===== config.mk =====
export PLATFORM = sky130hd
export DESIGN_NAME = sdp_rdma_dat_rsp
export DESIGN_NICKNAME = d
export VERILOG_FILES = /design/src/rtl/sdp_rdma_dat_rsp_pkg.sv /design/src/rtl/sdp_rdma_dat_unpack.sv /design/src/rtl/sdp_rdma_dat_rsp.sv
export SDC_FILE = /design/constraint.sdc
export NUM_CORES = 1
export LEC_CHECK = 0
export ABC_CLOCK_PERIOD_IN_PS = 2900
export CAP_MARGIN = 10
export CORE_AREA = 2 2 323 325
export DETAILED_ROUTE_END_ITERATION = 10
export DIE_AREA = 0 0 325 327
export PLACE_DENSITY = 0.57
export RECOVER_POWER = 100
export SETUP_SLACK_MARGIN = 0.5
export SLEW_MARGIN = 20
export SYNTH_ARGS = -nofsm -noshare
export SYNTH_HDL_FRONTEND = slang
export SYNTH_SLANG_ARGS = --single-unit

===== constraint.sdc =====
create_clock -name nvdla_core_clk -period 2.9 [get_ports nvdla_core_clk]
set_input_delay 0.58 -clock nvdla_core_clk [delete_from_list [all_inputs] [get_ports nvdla_core_clk]]
set_output_delay 0.58 -clock nvdla_core_clk [all_outputs]
set_load 0.01 [all_outputs]

===== src/rtl/sdp_rdma_dat_rsp_pkg.sv =====
// Shared SDP RDMA data-response definitions.
// Holds mask encodings, command field offsets, the default atom width and the
// top-level FSM state type used by sdp_rdma_dat_rsp and sdp_rdma_dat_unpack.
package sdp_rdma_dat_rsp_pkg;

  localparam int unsigned AmDwDefault = 256;
  localparam int unsigned CmdDw       = 14;
  localparam int unsigned CntW        = 13;

  // Command payload layout: [12:0] atom count minus one, [13] last command of layer.
  localparam int unsigned CmdCntMsb  = 12;
  localparam int unsigned CmdLastBit = 13;

  typedef enum logic [1:0] {
    MaskNone = 2'b00,
    MaskLo   = 2'b01,
    MaskHi   = 2'b10,
    MaskBoth = 2'b11
  } mask_e;

  typedef enum logic {
    StIdle = 1'b0,
    StRun  = 1'b1
  } state_e;

  // Only masks with atom0 present carry data; the others are dropped as errors.
  function automatic logic mask_legal(input mask_e m);
    return (m == MaskLo) || (m == MaskBoth);
  endfunction

endpackage


===== src/rtl/sdp_rdma_dat_unpack.sv =====
// Response holding register and two-atom unpacker.
// Ports:
//   clk, rstn            core clock, synchronous active-low reset
//   enable               response acceptance allowed (running with a live command)
//   one_left             the next atom delivered completes the current command
//   rsp_vld/rsp_rdy/rsp_pd   DMA read response handshake, {mask, atom1, atom0}
//   dp_valid/dp_ready/dp_pd  one-atom-per-beat output stream
//   atom_acc             an atom is accepted downstream this cycle
//   err_set              the retiring response had an illegal mask or a dropped atom1
//   pop                  latency-FIFO credit return, one per retired response
module sdp_rdma_dat_unpack
  import sdp_rdma_dat_rsp_pkg::*;
#(
  parameter int unsigned AM_DW = AmDwDefault
) (
  input  logic               clk,
  input  logic               rstn,
  input  logic               enable,
  input  logic               one_left,
  input  logic               rsp_vld,
  output logic               rsp_rdy,
  input  logic [2*AM_DW+1:0] rsp_pd,
  output logic               dp_valid,
  input  logic               dp_ready,
  output logic [AM_DW-1:0]   dp_pd,
  output logic               atom_acc,
  output logic               err_set,
  output logic               pop
);

  logic               rsp_vld_q;
  logic               half_q;
  mask_e              mask_q;
  logic [2*AM_DW-1:0] data_q;
  logic               legal;
  logic               rsp_drain;
  logic               rsp_load;

  always_comb begin
    legal    = mask_legal(mask_q);
    dp_valid = rsp_vld_q && legal;
    dp_pd    = half_q ? data_q[2*AM_DW-1:AM_DW] : data_q[AM_DW-1:0];
    atom_acc = dp_valid && dp_ready;
    // Illegal masks retire without emitting; legal ones retire on their final atom,
    // which is atom0 when only one atom is wanted or the command ends here.
    rsp_drain = rsp_vld_q &&
                (!legal || (atom_acc && (half_q || (mask_q != MaskBoth) || one_left)));
    err_set  = rsp_drain && (!legal || ((mask_q == MaskBoth) && !half_q));
    // A response cut short by reset is flushed, not credited.
    pop      = rsp_drain && rstn;
    rsp_rdy  = enable && (!rsp_vld_q || rsp_drain);
    rsp_load = rsp_vld && rsp_rdy;
  end

  always_ff @(posedge clk) begin
    if (!rstn) begin
      rsp_vld_q <= 1'b0;
      half_q    <= 1'b0;
      mask_q    <= MaskNone;
      data_q    <= '0;
    end else if (rsp_load) begin
      rsp_vld_q <= 1'b1;
      half_q    <= 1'b0;
      mask_q    <= mask_e'(rsp_pd[2*AM_DW+1:2*AM_DW]);
      data_q    <= rsp_pd[2*AM_DW-1:0];
    end else if (rsp_drain) begin
      rsp_vld_q <= 1'b0;
    end else if (atom_acc) begin
      half_q    <= 1'b1;
    end
  end

endmodule


===== src/rtl/sdp_rdma_dat_rsp.sv =====
// SDP RDMA read-data receiver: matches DMA read responses against per-command
// atom counts and delivers one atom per beat to the SDP datapath.
// Ports:
//   nvdla_core_clk, nvdla_core_rstn      clock, synchronous active-low reset
//   op_load                              layer start pulse (honoured in idle only)
//   cmd2dat_pvld/prdy/pd                 command: {last, atom count minus one}
//   dma_rd_rsp_vld/rdy/pd                read response: {mask, atom1, atom0}
//   dma_rd_cdt_lat_fifo_pop              one credit per retired response
//   sdp_rdma2dp_valid/ready/pd           atom stream to the datapath
//   dp2reg_done                          pulse after the layer's final atom
//   dp2reg_status_err                    sticky mask/count error
//   dp2reg_atom_num                      saturating count of atoms this layer
module sdp_rdma_dat_rsp
  import sdp_rdma_dat_rsp_pkg::*;
#(
  parameter int unsigned AM_DW  = AmDwDefault,
  parameter int unsigned CMD_DW = CmdDw
) (
  input  logic               nvdla_core_clk,
  input  logic               nvdla_core_rstn,
  input  logic               op_load,
  input  logic               cmd2dat_pvld,
  output logic               cmd2dat_prdy,
  input  logic [CMD_DW-1:0]  cmd2dat_pd,
  input  logic               dma_rd_rsp_vld,
  output logic               dma_rd_rsp_rdy,
  input  logic [2*AM_DW+1:0] dma_rd_rsp_pd,
  output logic               dma_rd_cdt_lat_fifo_pop,
  output logic               sdp_rdma2dp_valid,
  input  logic               sdp_rdma2dp_ready,
  output logic [AM_DW-1:0]   sdp_rdma2dp_pd,
  output logic               dp2reg_done,
  output logic               dp2reg_status_err,
  output logic [31:0]        dp2reg_atom_num
);

  state_e          state_q, state_d;
  logic            cmd_vld_q;
  logic            last_q;
  logic [CntW-1:0] cnt_q;
  logic [CntW-1:0] atm_q;
  logic            err_q;
  logic            done_q;
  logic [31:0]     atom_num_q;

  logic run;
  logic one_left;
  logic atom_acc;
  logic err_set;
  logic cmd_finish;
  logic cmd_load;
  logic layer_end;
  logic start;

  always_comb begin
    run        = (state_q == StRun);
    one_left   = cmd_vld_q && (atm_q == cnt_q);
    cmd_finish = atom_acc && one_left;
    // A new command may load in the same cycle the current one finishes.
    cmd2dat_prdy = run && (!cmd_vld_q || cmd_finish);
    cmd_load   = cmd2dat_pvld && cmd2dat_prdy;
    layer_end  = cmd_finish && last_q;
    start      = (state_q == StIdle) && op_load;

    state_d = state_q;
    unique case (state_q)
      StIdle: if (op_load) state_d = StRun;
      StRun:  if (layer_end) state_d = StIdle;
    endcase
  end

  sdp_rdma_dat_unpack #(
    .AM_DW (AM_DW)
  ) u_unpack (
    .clk      (nvdla_core_clk),
    .rstn     (nvdla_core_rstn),
    .enable   (run && cmd_vld_q),
    .one_left (one_left),
    .rsp_vld  (dma_rd_rsp_vld),
    .rsp_rdy  (dma_rd_rsp_rdy),
    .rsp_pd   (dma_rd_rsp_pd),
    .dp_valid (sdp_rdma2dp_valid),
    .dp_ready (sdp_rdma2dp_ready),
    .dp_pd    (sdp_rdma2dp_pd),
    .atom_acc (atom_acc),
    .err_set  (err_set),
    .pop      (dma_rd_cdt_lat_fifo_pop)
  );

  always_ff @(posedge nvdla_core_clk) begin
    if (!nvdla_core_rstn) begin
      state_q    <= StIdle;
      cmd_vld_q  <= 1'b0;
      last_q     <= 1'b0;
      cnt_q      <= '0;
      atm_q      <= '0;
      err_q      <= 1'b0;
      done_q     <= 1'b0;
      atom_num_q <= '0;
    end else begin
      state_q <= state_d;
      done_q  <= layer_end;

      if (cmd_load) begin
        cmd_vld_q <= 1'b1;
        cnt_q     <= cmd2dat_pd[CmdCntMsb:0];
        last_q    <= cmd2dat_pd[CmdLastBit];
        atm_q     <= '0;
      end else begin
        if (cmd_finish) cmd_vld_q <= 1'b0;
        if (atom_acc)   atm_q     <= atm_q + CntW'(1);
      end

      if (start) begin
        err_q      <= 1'b0;
        atom_num_q <= '0;
      end else begin
        if (err_set) err_q <= 1'b1;
        if (atom_acc && (atom_num_q != 32'hFFFF_FFFF)) atom_num_q <= atom_num_q + 32'd1;
      end
    end
  end

  assign dp2reg_done       = done_q;
  assign dp2reg_status_err = err_q;
  assign dp2reg_atom_num   = atom_num_q;

endmodule


# [Word-level counts from Yosys, hierarchy flattened]
# Index checks and enable logic that the tools add are counted.
[totals] regBits=579 out_inout_bits=294 elab_cells=64
[classes] addsub=2 n_eq_ne=5 n_mux=8 bitwise=3 n_reduce_logical=34
[op_table] operator="2-to-1 mux 256 bit" count=1
[op_table] operator="adder 32 x 1 -> 32 bit, second input constant" count=1
[op_table] operator="!= test 32 bit, second input constant" count=1
[op_table] operator="logical AND 1 bit" count=17
[op_table] operator="adder 13 x 1 -> 13 bit, second input constant" count=1
[op_table] operator="equality test 13 bit" count=1
[op_table] operator="logical OR 1 bit" count=7
[op_table] operator="2-to-1 mux 1 bit" count=6
[op_table] operator="OR reduction 2 bit" count=3
[op_table] operator="logical NOT 1 bit" count=4
[op_table] operator="nonzero test 2 bit" count=2
[op_table] operator="inverter 1 bit" count=3
[op_table] operator="equality test 2 x 1 -> 1 bit, second input constant" count=1
[op_table] operator="equality test 2 bit, second input constant" count=1
[op_table] operator="!= test 2 bit, second input constant" count=1
[op_table] operator="case mux 1 bit (2 select lines)" count=1
[op_table] operator="AND reduction 2 bit" count=1

# [Logic depth before layout (Yosys ltp)]
[depth] ltp_word=11 ltp_mapped=9 depth_no_buf=6

# [Modules after synthesis]
# A second synthesis with hierarchy kept.
[unflattened] hier_cells=2896 area_unflattened_um2=26656.8
[by_module_without_submodules] mod="sdp_rdma_dat_unpack" n_inst=1 cells_each=2534 area_each_um2=23543.8
[by_module_without_submodules] mod="sdp_rdma_dat_rsp" n_inst=1 cells_each=362 area_each_um2=3113.0

# [Least setup slack after synthesis]
# OpenSTA, ideal clock, no wires.
[synth_path] path_type="input-to-output" startpoint="in nvdla_core_rstn" endpoint="out dma_rd_cdt_lat_fifo_pop" t_arrival_ns=1.855 required_ns=2.320 setup_slack_ns=0.465 path_stages=6 cell_sequence="clkbuf_1 > clkbuf_1 > clkbuf_1 > clkbuf_1 > nand2_1 > a31oi_1"
[synth_via] elab_chain_len=1
[synth_rtl] item="start, declared" line_no="sdp_rdma_dat_rsp.sv:20" source="input logic nvdla_core_rstn,"
[synth_rtl] item="logical AND 1 bit" line_no="sdp_rdma_dat_unpack.sv:50" source="pop = rsp_drain && rstn;"
[synth_rtl] item="end, declared" line_no="sdp_rdma_dat_rsp.sv:28" source="output logic dma_rd_cdt_lat_fifo_pop,"
# No other way between the ends.

# [Final worst setup path]
[layout_path] startpoint="reg u_unpack.half_q" endpoint="out sdp_rdma2dp_pd[86]"
[layout_via] elab_chain_len=1
[layout_rtl] item="start, declared" line_no="sdp_rdma_dat_unpack.sv:32" source="logic half_q;"
[layout_rtl] item="start signal, assigned" line_no="sdp_rdma_dat_unpack.sv:58" source="half_q <= 1'b0;"
[layout_rtl] item="start signal, assigned" line_no="sdp_rdma_dat_unpack.sv:63" source="half_q <= 1'b0;"
[layout_rtl] item="start signal, assigned" line_no="sdp_rdma_dat_unpack.sv:69" source="half_q <= 1'b1;"
[layout_rtl] item="2-to-1 mux 256 bit" line_no="sdp_rdma_dat_unpack.sv:42" source="dp_pd = half_q ? data_q[2*AM_DW-1:AM_DW] : data_q[AM_DW-1:0];"
[layout_rtl] item="end, declared" line_no="sdp_rdma_dat_rsp.sv:31" source="output logic [AM_DW-1:0] sdp_rdma2dp_pd,"
# No other way between the ends.

==> results.txt <==
Worst Skew - 0.01800 ns
Tot GR Track Use - 17.11%
Adder-Cell Fraction of Synth Area - 0.09401%
vias in the first global route - 22978
CP max-delay cell - dfxtp_4
cell area after placement - 0.03672 mm2
largest net degree at the start of global routing - 260
area grow syn2layout - 59.28%
f_max - 350.5 MHz
Clk pin slew, worst setup/hold paths - 0.06 ns
H-tree lvl count - 3
CTS root buf - clkbuf_16
worst skew pair latency - 0.63 ns
drt via density - 4.395
synthesized area per cell - 9.170 um2
Seq/Total Area, Yosys - 43.54%
DIE WIDTH - 325 um
Final Net Count - 4408
Max Slew Vio Count - 0
Tmin final - 2.853 ns
crit path launch type - flop
# fillers - 10144
I/O pins - 828
RSZ-0062 raised after global routing - yes
flop and latch count out of synthesis - 579
core area - 0.1029 mm2
Die Area - 0.1063 mm2
simple-gate share of the synthesized area - 18.42%
total number of vias - 23340
DRC - 0
Die Height - 327 um
max_cap viols - 0
Synth cell types - 43
final hold violation count - 0
Fin Setup TNS - 0 ns
PwrDens - 444.4 mW/mm2
Compound-Gate Fraction of Synth Area - 1.518%
clk sinks - 579
placed wire-length estimate - 66500 um
clock buffer depth - 3
r2r setup slk - 0.34 ns
Starting Density - 25.87%
post-synthesis xor/xnor area fraction - 0.9542%
Arr. time, crit path - 2.27 ns
Final GP Congestion - 0.8283
post-route insts no fill - 5311
status - finished clean
Initial DRC Count - 1247
crit-path cells - buf_16 > buf_12 > buf_6 > buf_16 > buf_8 > buf_16 > mux2_4 > buf_6
Routed WL - 97180 um
CTS tree - yes
Num CTS Buffers - 71
1st-pass router iterations - 5
crit end category - primary output
worst-margin pin slew - 1.155 ns
period utilization - 98.39%
Crit path largest cell delay - 0.38 ns
initial antenna violation count - 21
Rows - 118
IO Port Bufs - 827
Avg WL per Cell - 18.30 um
Syn Nets - 3439
VDD IR max - 0.4504 mV
Post-CTS Hold Fix Bufs - 0
post-synthesis mux area share - 30.72%
critical path type - reg -> out
P_leak - 16.21 nW
total grt overflow - 0
Slew headroom - 23.02%
WHS - 0.4496 ns
layout cell share with drive strength beyond 1 - 24.01%
main combinational cell family by area after synthesis - multiplexers
Final Power - 0.01884 W
first-pass GRT wire length - 140300 um
Synth Warn # - 0
CP dominant cell by count - buf_16
Final Instance Area - 0.04240 mm2
# setup viols final - 0
Cell Area, Synth - 0.02662 mm2
placed cell count - 5008
crit path max fanout - 5
Routed Antenna Nets - 0
cells after synthesis - 2903
worst path required time - 2.32 ns
HP Class - in -> reg
==> cell type report <==
| type | count | area, um2 | area share [%] |
|---|---|---|---|
| timing repair buffer | 1114 | 12030 | 28.37 |
| clock buffer | 107 | 2145 | 5.058 |
| multi-input combinational | 2099 | 14600 | 34.44 |
| tap | 1380 | 1727 | 4.072 |
| antenna | 7 | 17.52 | 0.04131 |
| inverter | 7 | 26.28 | 0.06197 |
| sequential | 579 | 11630 | 27.42 |
| clock inverter | 18 | 229.0 | 0.5400 |
==> cells in the final DEF (no fill, tap or decap), types with 13 or more instances in the layout <==
cell	Yosys	final
nand2_1	1079	1078
clkdlybuf4s50_1	0	566
nand3_1	27	27
mux2i_1	529	529
mux2_4	0	176
buf_2	5	19
or4_1	13	13
buf_8	0	19
nor3b_1	13	13
clkbuf_2	0	29
clkbuf_8	0	19
buf_4	8	121
mux2_2	256	80
buf_16	0	20
buf_12	0	56
buf_6	51	258
clkbuf_16	0	78
clkbuf_1	154	16
or3_1	16	16
a21oi_1	22	20
nand4_1	21	21
dfxtp_1	579	558
dfxtp_2	0	17
==> sequential cells by signal, summed over array words and instances, names as in the netlist <==
name                flops
atm_q                  13
cmd_vld_q               1
cnt_q                  13
dp2reg_atom_num        32
dp2reg_done             1
dp2reg_status_err       1
last_q                  1
run                     1
u_unpack.data_q       512
u_unpack.half_q         1
u_unpack.mask_q         2
u_unpack.rsp_vld_q      1
==> metrics by stage <==
step	utilization [%]	setup WS, ns
after floorplan	-	0.5330
after global placement	35.68	-0.7427
after detailed placement	35.68	-0.6399
after CTS	39.61	-0.07857
after global routing	41.20	-0.05175
final	41.20	0.04683
==> report_power, final <==
group	internal, W	leakage, nW	switching, W
sequential	0.00805	4.68	0.0000607
clock	0.00540	1.16	0.00368
combinational	0.000988	10.4	0.000666
total	0.0144	16.2	0.00441
==> logic make-up (layout without fill, tap and decap cells) <==
group                      count (synthesis)  count (layout)
AOI/OAI and AO/OA                         65              65
other                                      0               7
muxes                                    785             785
DFF                                      579             579
adders and majority gates                  2               2
buffers and inverters                    225            1246
xor gates and xnor gates                  29              29
and+or+nand+nor                         1218            1218
==> worst max-delay path: cells and delay by family (launching register included) <==
| family | cells | cell delay (ns) |
|---|---|---|
| multiplexers | 1 | 0.31 |
| buffers and inverters | 7 | 0.94 |
| flip-flops | 1 | 0.38 |
==> synth_stat cells <==
library cell | number | area, um2
or4_1 | 13 | 97.59
buf_2 | 5 | 25.02
a31oi_1 | 1 | 6.260
a21oi_1 | 22 | 110.1
nor3b_1 | 13 | 97.59
or3_1 | 16 | 100.1
o31a_1 | 1 | 8.760
buf_4 | 8 | 60.06
o21ai_1 | 10 | 50.05
o211ai_1 | 5 | 37.54
ha_1 | 2 | 25.02
nor3_1 | 10 | 50.05
and3b_1 | 1 | 8.760
buf_6 | 51 | 574.3
inv_1 | 7 | 26.28
nand3_1 | 27 | 135.1
o31ai_2 | 1 | 12.51
o31ai_1 | 8 | 60.06
mux2i_1 | 529 | 5295
o21a_1 | 4 | 30.03
clkbuf_1 | 154 | 578.1
nor4_2 | 1 | 12.51
a41o_1 | 1 | 10.01
dfxtp_1 | 579 | 11590
nand4_1 | 21 | 131.4
o21ai_0 | 6 | 30.03
nand2b_1 | 3 | 18.77
nor2_1 | 10 | 37.54
and3_1 | 7 | 43.79
or4_4 | 1 | 11.26
or2_2 | 1 | 6.260
o211a_1 | 1 | 10.01
nand2_1 | 1079 | 4050
nor2b_1 | 3 | 18.77
nor4bb_1 | 1 | 10.01
o2111ai_1 | 1 | 8.760
a21boi_0 | 4 | 30.03
nor4_1 | 6 | 37.54
and4_1 | 2 | 17.52
and2_1 | 3 | 18.77
xor2_1 | 6 | 52.55
mux2_2 | 256 | 2883
xnor2_1 | 23 | 201.4
==> what timing repair did <==
| action | in CTS | in global routing |
|---|---|---|
| setup buffers | 81 | 72 |
| pin swaps | 13 | 11 |
| endpoints found under the setup margin | 766 | 778 |
| gates resized for setup | 1008 | 614 |
| cloned | 13 | 5 |
==> path summary, 6_finish.rpt <==
check | start | end | cells past startpoint
worst max-delay path | u_unpack.half_q | sdp_rdma2dp_pd[86] | 8
worst min-delay path | nvdla_core_rstn | cmd_vld_q | 3
worst max register to register | atm_q[12] | cnt_q[3] | 7
worst min register to register | u_unpack.data_q[130] | u_unpack.data_q[130] | 2
==> layer usage <==
metal  global-route usage, %  share of wire (%)  up-vias
li1                        -                  -    11627
met1                   20.03                 42    10869
met2                   28.57                 47      641
met3                   5.517                6.9      177
met4                   7.619                3.9       26
met5                       0               0.18        -
No activity file was read; power rests on OpenSTA's default activity.
